File: src/rtl/sqrt_display.sv
// Result display stage for the square-root unit.
// Captures operand a and result sqrt on the controller's done pulse. The
// operand is converted to three BCD digits by a sequential double-dabble,
// and sqrt is split into two BCD digits. Both are shown on a 4-digit,
// multiplexed, active-low seven-segment display.
// Ports:
//   clk        system clock, rising edge
//   clr        asynchronous active-low reset
//   done       one-cycle capture strobe for a / sqrt
//   a          8-bit operand
//   sqrt       4-bit result
//   show_sqrt  0: show operand, 1: show sqrt
//   seg        segments {g,f,e,d,c,b,a}, active-low
//   an         digit anodes, active-low
//   dp         decimal point, active-low, held off
//   busy       conversion in progress
//   bcd_valid  a conversion has completed since reset
module sqrt_display #(
    parameter int unsigned REFRESH_DIV = 100000,
    parameter int unsigned CNT_W       = 17
) (
    input  logic       clk,
    input  logic       clr,
    input  logic       done,
    input  logic [7:0] a,
    input  logic [3:0] sqrt,
    input  logic       show_sqrt,
    output logic [6:0] seg,
    output logic [3:0] an,
    output logic       dp,
    output logic       busy,
    output logic       bcd_valid
);

    localparam int unsigned ITER_W = 3;
    localparam int unsigned BCD_W  = 12;

    typedef enum logic [1:0] {
        IDLE = 2'd0,
        CONV = 2'd1,
        SHOW = 2'd2
    } state_t;

    state_t              state_q, state_d;
    logic [7:0]          sh_q, sh_d;
    logic [BCD_W-1:0]    bcd_q, bcd_d;
    logic [ITER_W-1:0]   iter_q, iter_d;
    logic                pend_st_q, pend_st_d;
    logic [3:0]          pend_so_q, pend_so_d;
    logic [3:0]          disp_h_q, disp_h_d;
    logic [3:0]          disp_t_q, disp_t_d;
    logic [3:0]          disp_o_q, disp_o_d;
    logic                disp_st_q, disp_st_d;
    logic [3:0]          disp_so_q, disp_so_d;
    logic                busy_q, busy_d;
    logic                valid_q, valid_d;
    logic [CNT_W-1:0]    cnt_q, cnt_d;
    logic [1:0]          idx_q, idx_d;
    logic [6:0]          seg_q, seg_d;
    logic [3:0]          an_q, an_d;

    logic [BCD_W-1:0]    adj_c;
    logic [BCD_W+7:0]    shifted_c;
    logic                wrap_c;
    logic                lit_c;
    logic [3:0]          digit_c;

    // Active-low gfedcba pattern for a BCD digit
    function automatic logic [6:0] seg_of(input logic [3:0] d);
        logic [6:0] s;
        case (d)
            4'd0:    s = 7'h40;
            4'd1:    s = 7'h79;
            4'd2:    s = 7'h24;
            4'd3:    s = 7'h30;
            4'd4:    s = 7'h19;
            4'd5:    s = 7'h12;
            4'd6:    s = 7'h02;
            4'd7:    s = 7'h78;
            4'd8:    s = 7'h00;
            4'd9:    s = 7'h10;
            default: s = 7'h7F;
        endcase
        return s;
    endfunction

    // One double-dabble step: add-3 correction, then shift
    always_comb begin
        adj_c = bcd_q;
        for (int n = 0; n < 3; n++) begin
            if (bcd_q[n*4 +: 4] >= 4'd5) begin
                adj_c[n*4 +: 4] = bcd_q[n*4 +: 4] + 4'd3;
            end
        end
        shifted_c = {adj_c, sh_q} << 1;
    end

    // Capture / conversion FSM
    always_comb begin
        state_d   = state_q;
        sh_d      = sh_q;
        bcd_d     = bcd_q;
        iter_d    = iter_q;
        pend_st_d = pend_st_q;
        pend_so_d = pend_so_q;
        disp_h_d  = disp_h_q;
        disp_t_d  = disp_t_q;
        disp_o_d  = disp_o_q;
        disp_st_d = disp_st_q;
        disp_so_d = disp_so_q;
        busy_d    = busy_q;
        valid_d   = valid_q;

        if (done) begin
            // A new capture always wins, including an abort of a running conversion
            sh_d      = a;
            bcd_d     = '0;
            iter_d    = '0;
            pend_st_d = (sqrt >= 4'd10);
            pend_so_d = (sqrt >= 4'd10) ? sqrt - 4'd10 : sqrt;
            busy_d    = 1'b1;
            state_d   = CONV;
        end else begin
            case (state_q)
                IDLE, SHOW: ;
                CONV: begin
                    {bcd_d, sh_d} = shifted_c;
                    iter_d        = iter_q + ITER_W'(1);
                    if (iter_q == ITER_W'(7)) begin
                        // Display registers change only here, as one update
                        disp_h_d  = shifted_c[19:16];
                        disp_t_d  = shifted_c[15:12];
                        disp_o_d  = shifted_c[11:8];
                        disp_st_d = pend_st_q;
                        disp_so_d = pend_so_q;
                        busy_d    = 1'b0;
                        valid_d   = 1'b1;
                        state_d   = SHOW;
                    end
                end
                default: state_d = IDLE;
            endcase
        end
    end

    // Digit content for the index about to be shown
    always_comb begin
        lit_c   = 1'b0;
        digit_c = 4'd0;
        if (show_sqrt) begin
            case (idx_d)
                2'd0: begin digit_c = disp_so_q;          lit_c = 1'b1;      end
                2'd1: begin digit_c = {3'b000, disp_st_q}; lit_c = disp_st_q; end
                default: lit_c = 1'b0;
            endcase
        end else begin
            case (idx_d)
                2'd0: begin digit_c = disp_o_q; lit_c = 1'b1; end
                2'd1: begin
                    digit_c = disp_t_q;
                    lit_c   = (disp_h_q != 4'd0) || (disp_t_q != 4'd0);
                end
                2'd2: begin digit_c = disp_h_q; lit_c = (disp_h_q != 4'd0); end
                default: lit_c = 1'b0;
            endcase
        end
    end

    // Refresh counter, digit index and registered segment/anode drive
    always_comb begin
        wrap_c = (cnt_q == CNT_W'(REFRESH_DIV - 1));
        cnt_d  = cnt_q + CNT_W'(1);
        idx_d  = idx_q;
        seg_d  = seg_q;
        an_d   = an_q;
        if (wrap_c) begin
            cnt_d = '0;
            idx_d = idx_q + 2'd1;
        end
        if (wrap_c) begin
            an_d = 4'hF;
            if (!valid_q) begin
                seg_d       = 7'h3F;
                an_d[idx_d] = 1'b0;
            end else if (lit_c) begin
                seg_d       = seg_of(digit_c);
                an_d[idx_d] = 1'b0;
            end else begin
                seg_d = 7'h7F;
            end
        end
    end

    always_ff @(posedge clk or negedge clr) begin
        if (!clr) begin
            state_q   <= IDLE;
            sh_q      <= '0;
            bcd_q     <= '0;
            iter_q    <= '0;
            pend_st_q <= 1'b0;
            pend_so_q <= '0;
            disp_h_q  <= '0;
            disp_t_q  <= '0;
            disp_o_q  <= '0;
            disp_st_q <= 1'b0;
            disp_so_q <= '0;
            busy_q    <= 1'b0;
            valid_q   <= 1'b0;
            cnt_q     <= '0;
            idx_q     <= '0;
            seg_q     <= 7'h7F;
            an_q      <= 4'hF;
        end else begin
            state_q   <= state_d;
            sh_q      <= sh_d;
            bcd_q     <= bcd_d;
            iter_q    <= iter_d;
            pend_st_q <= pend_st_d;
            pend_so_q <= pend_so_d;
            disp_h_q  <= disp_h_d;
            disp_t_q  <= disp_t_d;
            disp_o_q  <= disp_o_d;
            disp_st_q <= disp_st_d;
            disp_so_q <= disp_so_d;
            busy_q    <= busy_d;
            valid_q   <= valid_d;
            cnt_q     <= cnt_d;
            idx_q     <= idx_d;
            seg_q     <= seg_d;
            an_q      <= an_d;
        end
    end

    assign seg       = seg_q;
    assign an        = an_q;
    assign dp        = 1'b1;
    assign busy      = busy_q;
    assign bcd_valid = valid_q;

endmodule

File: config.mk
export PLATFORM = sky130hd
export DESIGN_NAME = sqrt_display
export DESIGN_NICKNAME = d
export VERILOG_FILES = /design/src/rtl/sqrt_display.sv
export SDC_FILE = /design/constraint.sdc
export NUM_CORES = 1
export LEC_CHECK = 0
export CORE_UTILIZATION = 45
export CTS_BUF_LIST = sky130_fd_sc_hd__clkbuf_16
export DETAILED_ROUTE_END_ITERATION = 6
export MAX_ROUTING_LAYER = met4
export PLACE_DENSITY = 0.71
export RECOVER_POWER = 100
export SLEW_MARGIN = 0
export SYNTH_ARGS = -nofsm -noshare
export SYNTH_HDL_FRONTEND = slang
export SYNTH_SLANG_ARGS = --single-unit
export TNS_END_PERCENT = 30
File: constraint.sdc
create_clock -name clk -period 5.9 [get_ports clk]
set_input_delay 0.59 -clock clk [delete_from_list [all_inputs] [get_ports clk]]
set_output_delay 0.59 -clock clk [all_outputs]
set_load 0.01 [all_outputs]
Word level (Yosys, flattened, before mapping)

Memories as Yosys holds them, arrays and structs flattened.
Cells that the tools add are included.

Flip-flop bits (word level): 79
Memory bits (read-only): 112
Input bits: 16
Word-level logic and storage cells: 83
Memories: 1

Memories:

| name            | words | bits a word | read ports | clocked after Yosys merged registers in | write ports | RTL line | text |
|---|---|---|---|---|---|---|---|
| (no name shown) | 16    | 7           | 1          | 0                                       | 0           | 71       | `case (d)` |

Add/subtract/negate cells: 7
$lt $le $gt $ge: 6
Equal/unequal tests: 8
Multiplexer cells: 30
Bitwise operators: 2
Reductions and logical operators: 12

Operator list:

| kind                    | number |
|---|---|
| $mux W12                | 2 |
| $mux W4                 | 6 |
| $add A17 B1 Y17 const B | 1 |
| $eq A17 B17 Y1 const B  | 1 |
| $mux W17                | 1 |
| $mux W8                 | 2 |
| $mux W7                 | 2 |
| $ge A4 B3 Y1 const B    | 3 |
| $pmux W4 S3             | 1 |
| $mux W3                 | 3 |
| $add A4 B2 Y4 const B   | 2 |
| $pmux W4 S2             | 1 |
| $reduce_bool A4 Y1      | 2 |
| $mux W2                 | 3 |
| $mux W1                 | 5 |
| $eq A2 B1 Y1 const B    | 2 |
| $eq A2 B2 Y1 const B    | 2 |
| $ge A4 B4 Y1 const B    | 1 |
| $logic_not A2 Y1        | 2 |
| $not A4 Y4              | 1 |
| $pmux W2 S2             | 1 |
| $reduce_and A2 Y1       | 2 |
| $reduce_bool A2 Y1      | 2 |
| $sub A4 B4 Y4 const B   | 1 |
| other kinds (16)        | 16 |

Longest topological paths before layout

Word-level depth: 9
Depth in mapped cells: 13
Mapped depth without buffers: 11

Worst setup path before layout

Ideal clock, no wire load.

Path kind: reg2reg
Start point: register cnt_q[13]
End point: register seg_q[1], in the netlist seg[1]
Library setup time: 73 ps
Arrival: 2866 ps
Required time: 5827 ps
Slack: 2961 ps
Cell stages (with the launch flop): 10
Clock period less this slack: 2939 ps
Cells stage by stage: dfrtp_1 or4b_4 nor4_4 buf_2 inv_1 a311o_1 o22ai_1 ha_1 or2_0 a21oi_1

Cells in the longest elaborated chain, start to end: 8

RTL lines:

| what                                       | RTL line | text |
|---|---|---|
| from (decl)                                | 57       | `logic [CNT_W-1:0] cnt_q, cnt_d;` |
| from (signal assigned)                     | 227      | `cnt_q <= cnt_d;` |
| $eq A17 B17 Y1 *                           | 171      | `wrap_c = (cnt_q == CNT_W'(REFRESH_DIV - 1));` |
| $mux W2                                    | 176      | `if (wrap_c) begin` |
| $eq A2 B2 Y1 (tied with other cells)       | 157      | `case (idx_d)` |
| $pmux W4 S3 or $pmux W4 S2 (tied branches) | 157, 151 |  |
| $mux W4                                    | 150      | `if (show_sqrt) begin` |
| $mem_v2 Z16 W7                             | -        |  |
| $mux W7                                    | 185      | `end else if (lit_c) begin` |
| $mux W7                                    | 182      | `if (!valid_q) begin` |
| to (signal assigned)                       | 229      | `seg_q <= seg_d;` |
| to (decl)                                  | 59       | `logic [6:0] seg_q, seg_d;` |

Every way passes the cells marked *; elsewhere a longest branch is shown, timed or not.
A chain may end at the register's enable or synchronous reset.

Worst setup path after layout

Start point: register cnt_q[13]
End point: register seg_q[0], in the netlist seg[0]

The elaborated chain is that of the path after synthesis.

==> impl_results.md <==
- Status: finished with violations
- Failing checks: max-capacitance violations, max-slew violations
- First-pass GRT wire length: 13800 µm
- Worst setup path end: seg[0]$_DFFE_PN1N_
- Crit Path Max Fanout: 21
- Clock transition at the registers of the reported paths: 0.06 ns
- Fin Setup TNS: 0 ns
- Vias in the first global route: ~3100
- Initial antenna violation count: 0
- Reg-to-reg endpoint: seg[0]$_DFFE_PN1N_
- Multi-input gate area: 1890 µm²
- Buffer count from post-CTS setup fixing: 0
- Pwr Density: 273 nW/µm²
- Worst Setup Slack, final: 1.92 ns
- Register area: 1990 µm²
- Final nets: 488
- Routed Antenna Nets: 0
- Drt initial violations: between 100 and 150
- Synth cell types: 61
- Data arrival, critical path: roughly 4.2 ns
- Diodes inserted: 0
- RSZ-0062 raised after global routing: false
- Syn Nets: 467
- Slew margin rel.: -9.97%
- Post-synth EDFFs: 0
- Routed len/inst: between 10 and 15 µm
- Peak supply drop: 0.000173 V
- Inserted Clock Buffers: 9
- Crit share post-route: 67.4%
- Worst slew pin tran: 1.65 ns
- Vias per cell: 5.33
- Cells on worst reg2reg path: 9
- Flop2flop setup slack: 1.92 ns
- Synth top area share: 41.8%
- Register area share after synthesis: 48.9%
- Detailed Place HPWL: 5190 µm
- Max-capacitance violation count: 1
- Critical Path Source: cnt_q[13]$_DFF_PN0_
- Hold Path Class: in -> async
- Most frequent cells in the layout: nand2_1 (70), dfrtp_1 (68), nor2_1 (49), o21ai_0 (27), a21oi_1 (24)
- Post-CTS Hold Fix Bufs: 0
- Clock Path Buffers: 2
- Leakage: 2.05 nW
- Filler cell count: between 700 and 800
- Post-Syn Instances: 438
- CP max-delay cell: nor4_4
- Dominant cells by area after synthesis: dfrtp_1 (42%), dfstp_2 (7.1%), nand2_1 (6.5%)
- Critical Path Sink Type: flip-flop
- Max stage delay on crit path: 0.89 ns
- IO buf count: 28
- Yosys warnings: 0
- Utilization after layout: 53.5%
- Hold Slack: 0.392 ns
- Largest net degree at the start of global routing: 80
- Dominant synthesized flop cell: dfrtp_1
- Flops & latches, synth: 79
- Initial DRT Pass Iterations: 4
- Cell Area, Synth: 4070 µm²
- Post-synth ARST share: 100%
- CTS tree: built
- Final wirelength: 7610 µm
- Die H: 97.1 µm
- Critical Path Source Type: flip-flop
- CP Class: reg -> reg
- Grt total ovfl: 0
- Die area: 9430 µm²
- Endpoints failing hold: 0
- H-tree lvl count: 3
- Share of cells above drive strength 1: roughly 8.2%
- Sink Count: 79
- Critical-path cell list: or4b_1, nor4_4, clkbuf_1, o211ai_4, o41a_2, clkinvlp_2, nand2_1, a21boi_0, a31oi_1
- IO Count: 30
- Worst skew pair latency: 0.33 ns
- Avg Cell Area, Syn: 9.29 µm²
- GRT Util Overall: 18.2%
- Worst EP required: 6.14 ns
- Pre-CTS setup slack: 2.39 ns
- Final Setup Violations: 0
- Final min period: approximately 4 ns
- Most common cell after layout, fill and taps aside: nand2_1
- Highest Clock Rate: about 0.25 GHz
- Via Count: around 3000
- GP Congestion: 0.821
- Initial core utilization: between 40% and 50%
- R2r startpoint: cnt_q[13]$_DFF_PN0_
- Drt drc: 0
- Area delta synth->final: 14.7%
- Cts repair resizes: 0
- Clock skew: 0.00948 ns
- Die width: 97.1 µm
- Core Area: 8720 µm²
- Root buf cell: clkbuf_16
- Largest area contributor in the netlist: dfrtp_1
- # rows: 34
- Max-slew violations: 44
==> power by group <==
part,switching [mW],internal [mW]
clock,0.226,0.289
sequential,0.0340,0.584
combinational,0.0767,0.0640
==> through the flow <==
| step | total power, mW | instance area [µm²] | instances |
|---|---|---|---|
| 2_1_floorplan | 0.714 | 4070 | 438 |
| 3_3_place_gp | 0.767 | 4420 | 556 |
| 3_5_place_dp | 0.774 | 4420 | 556 |
| 4_1_cts | 1.29 | 4700 | 572 |
| 5_1_grt | 1.34 | 4670 | 572 |
| 6_report | 1.27 | 4670 | 572 |
==> layer usage <==
layer  GRT usage (%)  up-vias  share of wire, %
met5               -        -                 0
met4            5.86        0               1.2
met3            4.32       12               3.4
met2            29.3       49                48
met1            22.6     1445                48
li1                -     1540                 -
==> cells by family (layout without fill, tap and decap cells) <==
group | after synthesis | after routing | share of synthesized area (%)
fa+ha+maj | 14 | 14 | 4.24
mux | 15 | 15 | 3.81
other cells | 1 | 1 | 0.0921
flops | 79 | 79 | 48.9
compound gates | 89 | 89 | 14.0
simple gates | 180 | 180 | 20.5
xor+xnor | 20 | 20 | 4.30
buf+inv | 40 | 66 | 4.18
==> cell usage after synthesis, types with 3 or more instances <==
| library cell | n |
|---|---|
| a211oi_1 | 3 |
| a21oi_1 | 24 |
| a31oi_1 | 9 |
| and3_1 | 4 |
| buf_1 | 3 |
| buf_2 | 3 |
| clkbuf_1 | 14 |
| dfrtp_1 | 68 |
| dfstp_2 | 11 |
| ha_1 | 13 |
| inv_1 | 17 |
| mux2_2 | 4 |
| mux2i_1 | 11 |
| nand2_1 | 70 |
| nand2b_1 | 7 |
| nand3_1 | 20 |
| nand4_1 | 3 |
| nor2_1 | 48 |
| nor2b_1 | 6 |
| nor3_1 | 6 |
| o21ai_0 | 27 |
| o21ai_1 | 3 |
| o22ai_1 | 3 |
| xnor2_1 | 9 |
| xor2_1 | 11 |
==> how the worst min path moves through the flow <==
stage	startpoint	endpoint	slack, ns	cells after the start
4_1_cts	clr	cnt_q[8]$_DFF_PN0_	0.46	1
5_1_grt	clr	cnt_q[11]$_DFF_PN0_	0.51	1
3_3_place_gp	pend_so_q[0]$_DFFE_PN0P_	disp_so_q[0]$_DFFE_PN0P_	0.46	2
2_1_floorplan	clr	bcd_q[0]$_DFFE_PN0P_	0.29	0
3_5_place_dp	pend_so_q[1]$_DFFE_PN0P_	disp_so_q[1]$_DFFE_PN0P_	0.47	2
6_report	clr	cnt_q[6]$_DFF_PN0_	0.39	1
==> flip-flops by register name, summed over array words and instances (netlist names) <==
register   cells
state_q        2
an             4
bcd_q         12
cnt_q         17
pend_so_q      4
disp_t_q       4
busy           1
sh_q           8
disp_so_q      4
disp_st_q      1
iter_q         3
bcd_valid      1
seg            7
disp_o_q       4
idx_q          2
disp_h_q       4
pend_st_q      1
==> worst max-delay path: cells and delay by family (launching register included) <==
family / cells / cell delay (ns)
and+or+nand+nor: 3 / 1.56
buffers and inverters: 2 / 0.73
AOI/OAI and AO/OA: 4 / 1.20
DFF: 1 / 0.41
==> area by class of cell <==
cell class                 count  area share (%)
tap                          108            2.90
sequential                    79            42.7
multi-input combinational    319            40.6
inverter                      18            1.47
clock inverter                 7            1.21
clock buffer                   9            4.83
timing repair buffer          32            6.35
(Power assumes the default switching activity.)
